**src/rtl/lc4_muldiv_pkg.sv**
```systemverilog
// Shared types and decode constants for the LC4 multi-cycle MUL/DIV/MOD sequencer.
package lc4_muldiv_pkg;

   typedef enum logic [1:0] {S_IDLE, S_MUL, S_DIV, S_DONE} state_t;
   typedef enum logic [1:0] {OP_MUL, OP_DIV, OP_MOD} op_t;

   localparam logic [3:0] OPC_ARITH = 4'b0001;
   localparam logic [2:0] SUB_MUL   = 3'b001;
   localparam logic [2:0] SUB_DIV   = 3'b011;
   localparam logic [3:0] OPC_MOD   = 4'b1010;
   localparam logic [1:0] SUB_MOD   = 2'b11;

endpackage

```
**src/rtl/lc4_div_step.sv**
```systemverilog
// One combinational restoring-division step: shift in the next dividend bit, try to subtract.
module lc4_div_step #(
   parameter int unsigned W = 16
) (
   input  logic [W-1:0] rem,
   input  logic         dvd_msb,
   input  logic [W-1:0] divisor,
   output logic [W-1:0] rem_next,
   output logic         q_bit
);

   logic [W:0] partial;
   logic [W:0] divisor_ext;

   always_comb begin
      partial     = {rem, dvd_msb};
      divisor_ext = {1'b0, divisor};
      q_bit       = (partial >= divisor_ext);
      // On restore the partial is below the divisor, so its top bit is always 0.
      rem_next    = q_bit ? W'(partial - divisor_ext) : partial[W-1:0];
   end

endmodule

```
**src/rtl/lc4_muldiv_seq.sv**
```systemverilog
// Multi-cycle sequencer for LC4 MUL/DIV/MOD: stall handshake, shift-add multiplier,
// restoring divider built from lc4_div_step.
module lc4_muldiv_seq
   import lc4_muldiv_pkg::*;
#(
   parameter int unsigned WORD_SIZE = 16
) (
   input  logic                 clk,
   input  logic                 rst,
   input  logic                 i_start,
   input  logic                 i_flush,
   input  logic [15:0]          i_insn,
   input  logic [WORD_SIZE-1:0] i_r1data,
   input  logic [WORD_SIZE-1:0] i_r2data,
   output logic                 o_stall,
   output logic                 o_busy,
   output logic                 o_valid,
   output logic [WORD_SIZE-1:0] o_result
);

   localparam int unsigned W     = WORD_SIZE;
   localparam int unsigned CNT_W = (W > 1) ? $clog2(W) : 1;

   state_t           state;
   op_t              op;
   op_t              dec_op;
   logic [CNT_W-1:0] count;
   logic             div0;
   logic [2*W-1:0]   mcand;
   logic [2*W-1:0]   acc;
   logic [2*W-1:0]   acc_next;
   logic [W-1:0]     mplier;
   logic [W-1:0]     rem;
   logic [W-1:0]     dvd;
   logic [W-1:0]     divisor;
   logic [W-1:0]     rem_next;
   logic [W-1:0]     quot_next;
   logic [W-1:0]     result_next;
   logic             q_bit;
   logic             is_mul;
   logic             is_div;
   logic             is_mod;
   logic             is_md;
   logic             accept;
   logic             last;
   logic             unused_insn_bits;

   // Instruction decode, from the instruction word alone.
   always_comb begin
      is_mul = (i_insn[15:12] == OPC_ARITH) && (i_insn[5:3] == SUB_MUL);
      is_div = (i_insn[15:12] == OPC_ARITH) && (i_insn[5:3] == SUB_DIV);
      is_mod = (i_insn[15:12] == OPC_MOD) && (i_insn[5:4] == SUB_MOD);
      is_md  = is_mul | is_div | is_mod;
      dec_op = is_mul ? OP_MUL : (is_div ? OP_DIV : OP_MOD);
   end

   assign unused_insn_bits = ^{i_insn[11:6], i_insn[2:0]};

   assign accept  = i_start & is_md & ~i_flush;
   assign o_stall = i_start & is_md & ~o_valid & ~i_flush;

   lc4_div_step #(.W(W)) u_div_step (
      .rem      (rem),
      .dvd_msb  (dvd[W-1]),
      .divisor  (divisor),
      .rem_next (rem_next),
      .q_bit    (q_bit)
   );

   // Datapath step values and the result that would be registered on the last step.
   always_comb begin
      acc_next  = acc + (mplier[0] ? mcand : '0);
      quot_next = {dvd[W-2:0], q_bit};
      last      = (count == CNT_W'(W - 1));
      case (op)
         OP_MUL:  result_next = acc_next[W-1:0];
         OP_DIV:  result_next = div0 ? '0 : quot_next;
         OP_MOD:  result_next = div0 ? '0 : rem_next;
         default: result_next = '0;
      endcase
   end

   always_ff @(posedge clk or posedge rst) begin
      if (rst) begin
         state    <= S_IDLE;
         op       <= OP_MUL;
         count    <= '0;
         div0     <= 1'b0;
         mcand    <= '0;
         acc      <= '0;
         mplier   <= '0;
         rem      <= '0;
         dvd      <= '0;
         divisor  <= '0;
         o_busy   <= 1'b0;
         o_valid  <= 1'b0;
         o_result <= '0;
      end else begin
         o_valid <= 1'b0;
         case (state)
            S_IDLE: begin
               if (accept) begin
                  op      <= dec_op;
                  count   <= '0;
                  div0    <= (i_r2data == '0);
                  mcand   <= {{W{1'b0}}, i_r1data};
                  mplier  <= i_r2data;
                  acc     <= '0;
                  rem     <= '0;
                  dvd     <= i_r1data;
                  divisor <= i_r2data;
                  o_busy  <= 1'b1;
                  state   <= (dec_op == OP_MUL) ? S_MUL : S_DIV;
               end
            end
            S_MUL, S_DIV: begin
               if (i_flush) begin
                  state  <= S_IDLE;
                  o_busy <= 1'b0;
               end else begin
                  count <= count + CNT_W'(1);
                  if (state == S_MUL) begin
                     acc    <= acc_next;
                     mcand  <= mcand << 1;
                     mplier <= mplier >> 1;
                  end else begin
                     rem <= rem_next;
                     dvd <= quot_next;
                  end
                  // Final step: the result is registered together with the valid pulse.
                  if (last) begin
                     state    <= S_DONE;
                     o_busy   <= 1'b0;
                     o_valid  <= 1'b1;
                     o_result <= result_next;
                  end
               end
            end
            S_DONE:  state <= S_IDLE;
            default: state <= S_IDLE;
         endcase
      end
   end

endmodule
```
**config.mk**
```make
export PLATFORM = sky130hd
export DESIGN_NAME = lc4_muldiv_seq
export DESIGN_NICKNAME = d
export VERILOG_FILES = /design/src/rtl/lc4_muldiv_pkg.sv /design/src/rtl/lc4_div_step.sv /design/src/rtl/lc4_muldiv_seq.sv
export SDC_FILE = /design/constraint.sdc
export NUM_CORES = 1
export LEC_CHECK = 0
export CORE_MARGIN = 5
export CORE_UTILIZATION = 40
export DETAILED_ROUTE_END_ITERATION = 8
export DONT_BUFFER_PORTS = 1
export HOLD_SLACK_MARGIN = 0.02
export SYNTH_ARGS = -nofsm -noshare
export SYNTH_HDL_FRONTEND = slang
export SYNTH_HIERARCHICAL = 1
export SYNTH_SLANG_ARGS = --single-unit
```
**constraint.sdc**
```tcl
create_clock -name clk -period 4.99 [get_ports clk]
set_input_delay 0.7485 -clock clk [delete_from_list [all_inputs] [get_ports clk]]
set_output_delay 0.7485 -clock clk [all_outputs]
set_load 0.1 [all_outputs]
```
==> results by group <==
Die
  • Count of pins on the block boundary: 71
  • Floorplan die height: 147 um
  • Floorplan die width: 147 um
  • Cell Rows: 50
  • Starting density of the core: 0.403
  • Core Area: 0.0185 mm^2
  • Floorplan die area: 0.0215 mm^2

Clocking
  • Number of clock sinks: 123
  • Number of setup buffers added after CTS: 0
  • CTS H-tree lvls: 4
  • TritonCTS clock tree: yes
  • Root buf cell: clkbuf_16
  • Clock buffer depth: 2
  • Cts-stage hold buffer count: 0
  • Post-cts gate resize count: 0
  • Latest clock arrival within the worst-skew pair: 430 ps
  • Clock buffers created by TritonCTS: 17
  • Reg clk slew, reported paths: 60 ps

Pwr
  • Leakage power total: 3.74 nW
  • Power density over the cells: 737 mW/mm^2
  • Maximum VDD drop: 731 uV

Synth
  • Yosys reg bits: 123
  • Adder-Cell Fraction of Synth Area: 0.0657
  • Synth Area in XOR/XNOR: 0.0270
  • Main combinational cell family by area after synthesis: compound AO/OA/AOI/OAI gates
  • Net count after synthesis: 919
  • Summed instance area of the synthesized netlist: 0.00747 mm^2
  • Mean instance size in the synthesized netlist: 9.01 um^2
  • Number of distinct library cells after synthesis: 69
  • Multiplexer share of the synthesized area: 0.0721
  • Instance count of the mapped netlist: 829
  • Warnings from Yosys: 6
  • Dominant register cell in the synthesized netlist: dfrtp_1
  • Synthesized-area fraction occupied by ao, oa, aoi and oai cells: 0.191
  • Number of enable flip-flop cells after synthesis: 0
  • Basic-gate share of the synthesized area counting and, or, nand and nor cells: 0.188
  • Share of synthesized flip-flops with an asynchronous set or reset: 1.00
  • Share of synthesized area occupied by flip-flops and latches: 0.412

Placement
  • Instance count after placement with tap cells included: 1029
  • Cell area after placement: 0.00763 mm^2
  • Routability Congestion: 0.852
  • HPWL reported at the end of detailed placement: 13800 um
  • Count of buffers from port buffering: 0

Cells and area
  • Number of filler instances in the final layout: 1818
  • Share of the core filled with cells: 0.444
  • Non-Filler Cell Area, Final: 0.00823 mm^2
  • Commonest cells after routing, fill and taps aside: nand2_1 (141), dfrtp_1 (123), o21ai_0 (91)
  • Antenna diode instance count: 0
  • Area used by multi-input combinational logic: 0.00409 mm^2
  • Net total in the final layout: 904
  • Signed area change from the synthesized netlist to the final layout: 10.2%
  • Sequential Area: 0.00308 mm^2
  • Count of non-filler cells in the finished layout: 1061
  • Ratio of cells with drive above 1 in the final layout: 0.102
  • Most common library cell in the layout ignoring fill and taps: nand2_1

Worst setup path
  • CP startpoint kind: flip-flop
  • Arrival time at the worst endpoint: 3790 ps
  • Launch point of the worst reg-to-reg path: divisor[1]
  • Worst R2R End: o_result[3]
  • Type of the setup path with the least slack: reg -> reg
  • Slack of the worst reg-to-reg path: 1470 ps
  • Sort of element at the end of the critical path: flip-flop
  • Logic depth of the worst register-to-register path: 12
  • Largest fanout on the critical path: 17
  • Data required time at the worst endpoint: 5260 ps

STA
  • Slew at the pin closest to its max-slew limit: 1230 ps
  • Worst hold slack across all endpoints: 359 ps
  • Number of setup violations in the final report: 0
  • RSZ-0062 raised after global routing: no
  • Slew headroom: 0.176
  • Final TNS setup: 0 ps
  • Share of the clock period used by the worst path after layout: 0.705
  • Endpoints failing hold: 0
  • Achievable Freq: 0.284 GHz
  • Fin Clk Skew: 10.2 ps
  • Max-slew violation count: 0
  • Tmin final: 3520 ps

Detailed routing
  • Count of TritonRoute iterations in the first routing pass: 5
  • Post-detailed-routing wire length: 19300 um
  • WL/cell: 18.1 um
  • Residual DRC: 0
  • Remaining number of nets flagged by the antenna check after routing: 0
  • Via count: 5939
  • Number of design-rule violations left by the first detailed-router iteration: 395
  • Per-cell via count in the routed design: 5.60

Global route
  • Via count of the first global-routing pass: 5844
  • Global-route wire length before repair: 31600 um
  • Gr usage total: 0.184
  • Remaining Overflow, GRT: 0
  • Initial antenna violation count: 0
  • Largest net degree at the start of global routing: 81

Flow run
  • Maximum capacitance violations: 0

Hold path
  • Hold crit path type: in -> async

Run status
  • Run status: finished clean
state kept, by name, indices dropped and copies added (netlist names):
signal	count
o_busy	1
mcand	16
o_valid	1
count	4
state	2
o_result	16
dvd	16
acc	16
rem	16
mplier	16
op	2
divisor	16
div0	1
synth_stat cells, drive strengths merged, types with 3 or more instances:
library cell  number  area (um^2)
nand2b             4         25.0
and2              15         93.8
nand3b             3         22.5
nor4               5         31.3
o21a               3         22.5
xnor2             16          140
mux2i             20          200
a21o               4         30.0
nand3             31          155
o21bai             3         22.5
and3               5         37.5
nand2            141          529
o31ai              4         30.0
or3                3         18.8
mux2              28          338
inv               34          128
ha                36          450
a211o              4         35.0
xor2               7         61.3
buf               11         90.1
o21ai             95          475
nor3b              3         38.8
dfrtp            123         3080
a31oi              3         40.0
clkbuf            29          109
nor2              32          120
a21oi             64          320
nor2b             24          150
a22oi             16          120
nor3              14         70.1
o2111ai            3         32.5
a22o               3         26.3
a211oi             4         40.0
o211ai             5         37.5
nand4              5         31.3
report_power, final:
group / leakage, nW / total (mW) / switching [mW] / internal [mW]
sequential: 1.64 / 1.54 / 0.230 / 1.31
clock: 0.286 / 1.25 / 0.483 / 0.764
combinational: 1.82 / 3.27 / 2.01 / 1.25
total: 3.74 / 6.06 / 2.73 / 3.33
cells by family after synthesis:
logic type | count (synthesis)
simple gates | 293
xor+xnor | 23
compound gates | 230
flops | 123
fa+ha+maj | 38
mux | 48
buf+inv | 74
cell type report:
| type | instances | share of cell area |
|---|---|---|
| clock inverters | 13 | 0.0172 |
| repair buffers | 6 | 0.00548 |
| multi-input cells | 632 | 0.497 |
| clock buffers | 19 | 0.0551 |
| flip-flops and latches | 123 | 0.374 |
| well taps | 234 | 0.0356 |
| inverters | 34 | 0.0158 |
critical path, cell delays in order, from the launching register on:
cell and delay, ps:
dfrtp_1 390, inv_1 60, ha_1 290, and2b_1 160, o2111ai_2 140, a211oi_2 470
o311ai_4 180, a31oi_4 670, mux2_2 450, a22oi_1 200, nor2_1 100, a21oi_1 160
o21ai_0 80
through the flow:
stage | setup slack, ps | total power, mW
global route | 1200 | 6.55
global placement | 1550 | 4.77
detailed placement | 1490 | 4.82
finish | 1470 | 6.06
CTS | 1470 | 6.09
floorplan | 971 | 4.12
worst max-delay path by stage:
| stage | startpoint | end | slack (ps) |
|---|---|---|---|
| after detailed placement | divisor[1] | o_result[15] | 1490 |
| final | divisor[1] | o_result[3] | 1470 |
| after floorplan | rst | acc[0] | 970 |
| after CTS | divisor[1] | o_result[3] | 1470 |
| after global placement | divisor[1] | o_result[15] | 1550 |
| after global routing | divisor[1] | o_result[6] | 1200 |
metal layers:
metal  vias to the layer above  part of all wire  routed length, um  global-route usage
met5                         -                 0                  0                   0
met4                         0             0.017                331              0.0522
met3                        29             0.065               1260              0.0565
met2                       147              0.45               8740               0.281
met1                      2852              0.46               8920               0.254
li1                       2911                 -                  -                   -
No activity file was read; power rests on OpenSTA's default activity.
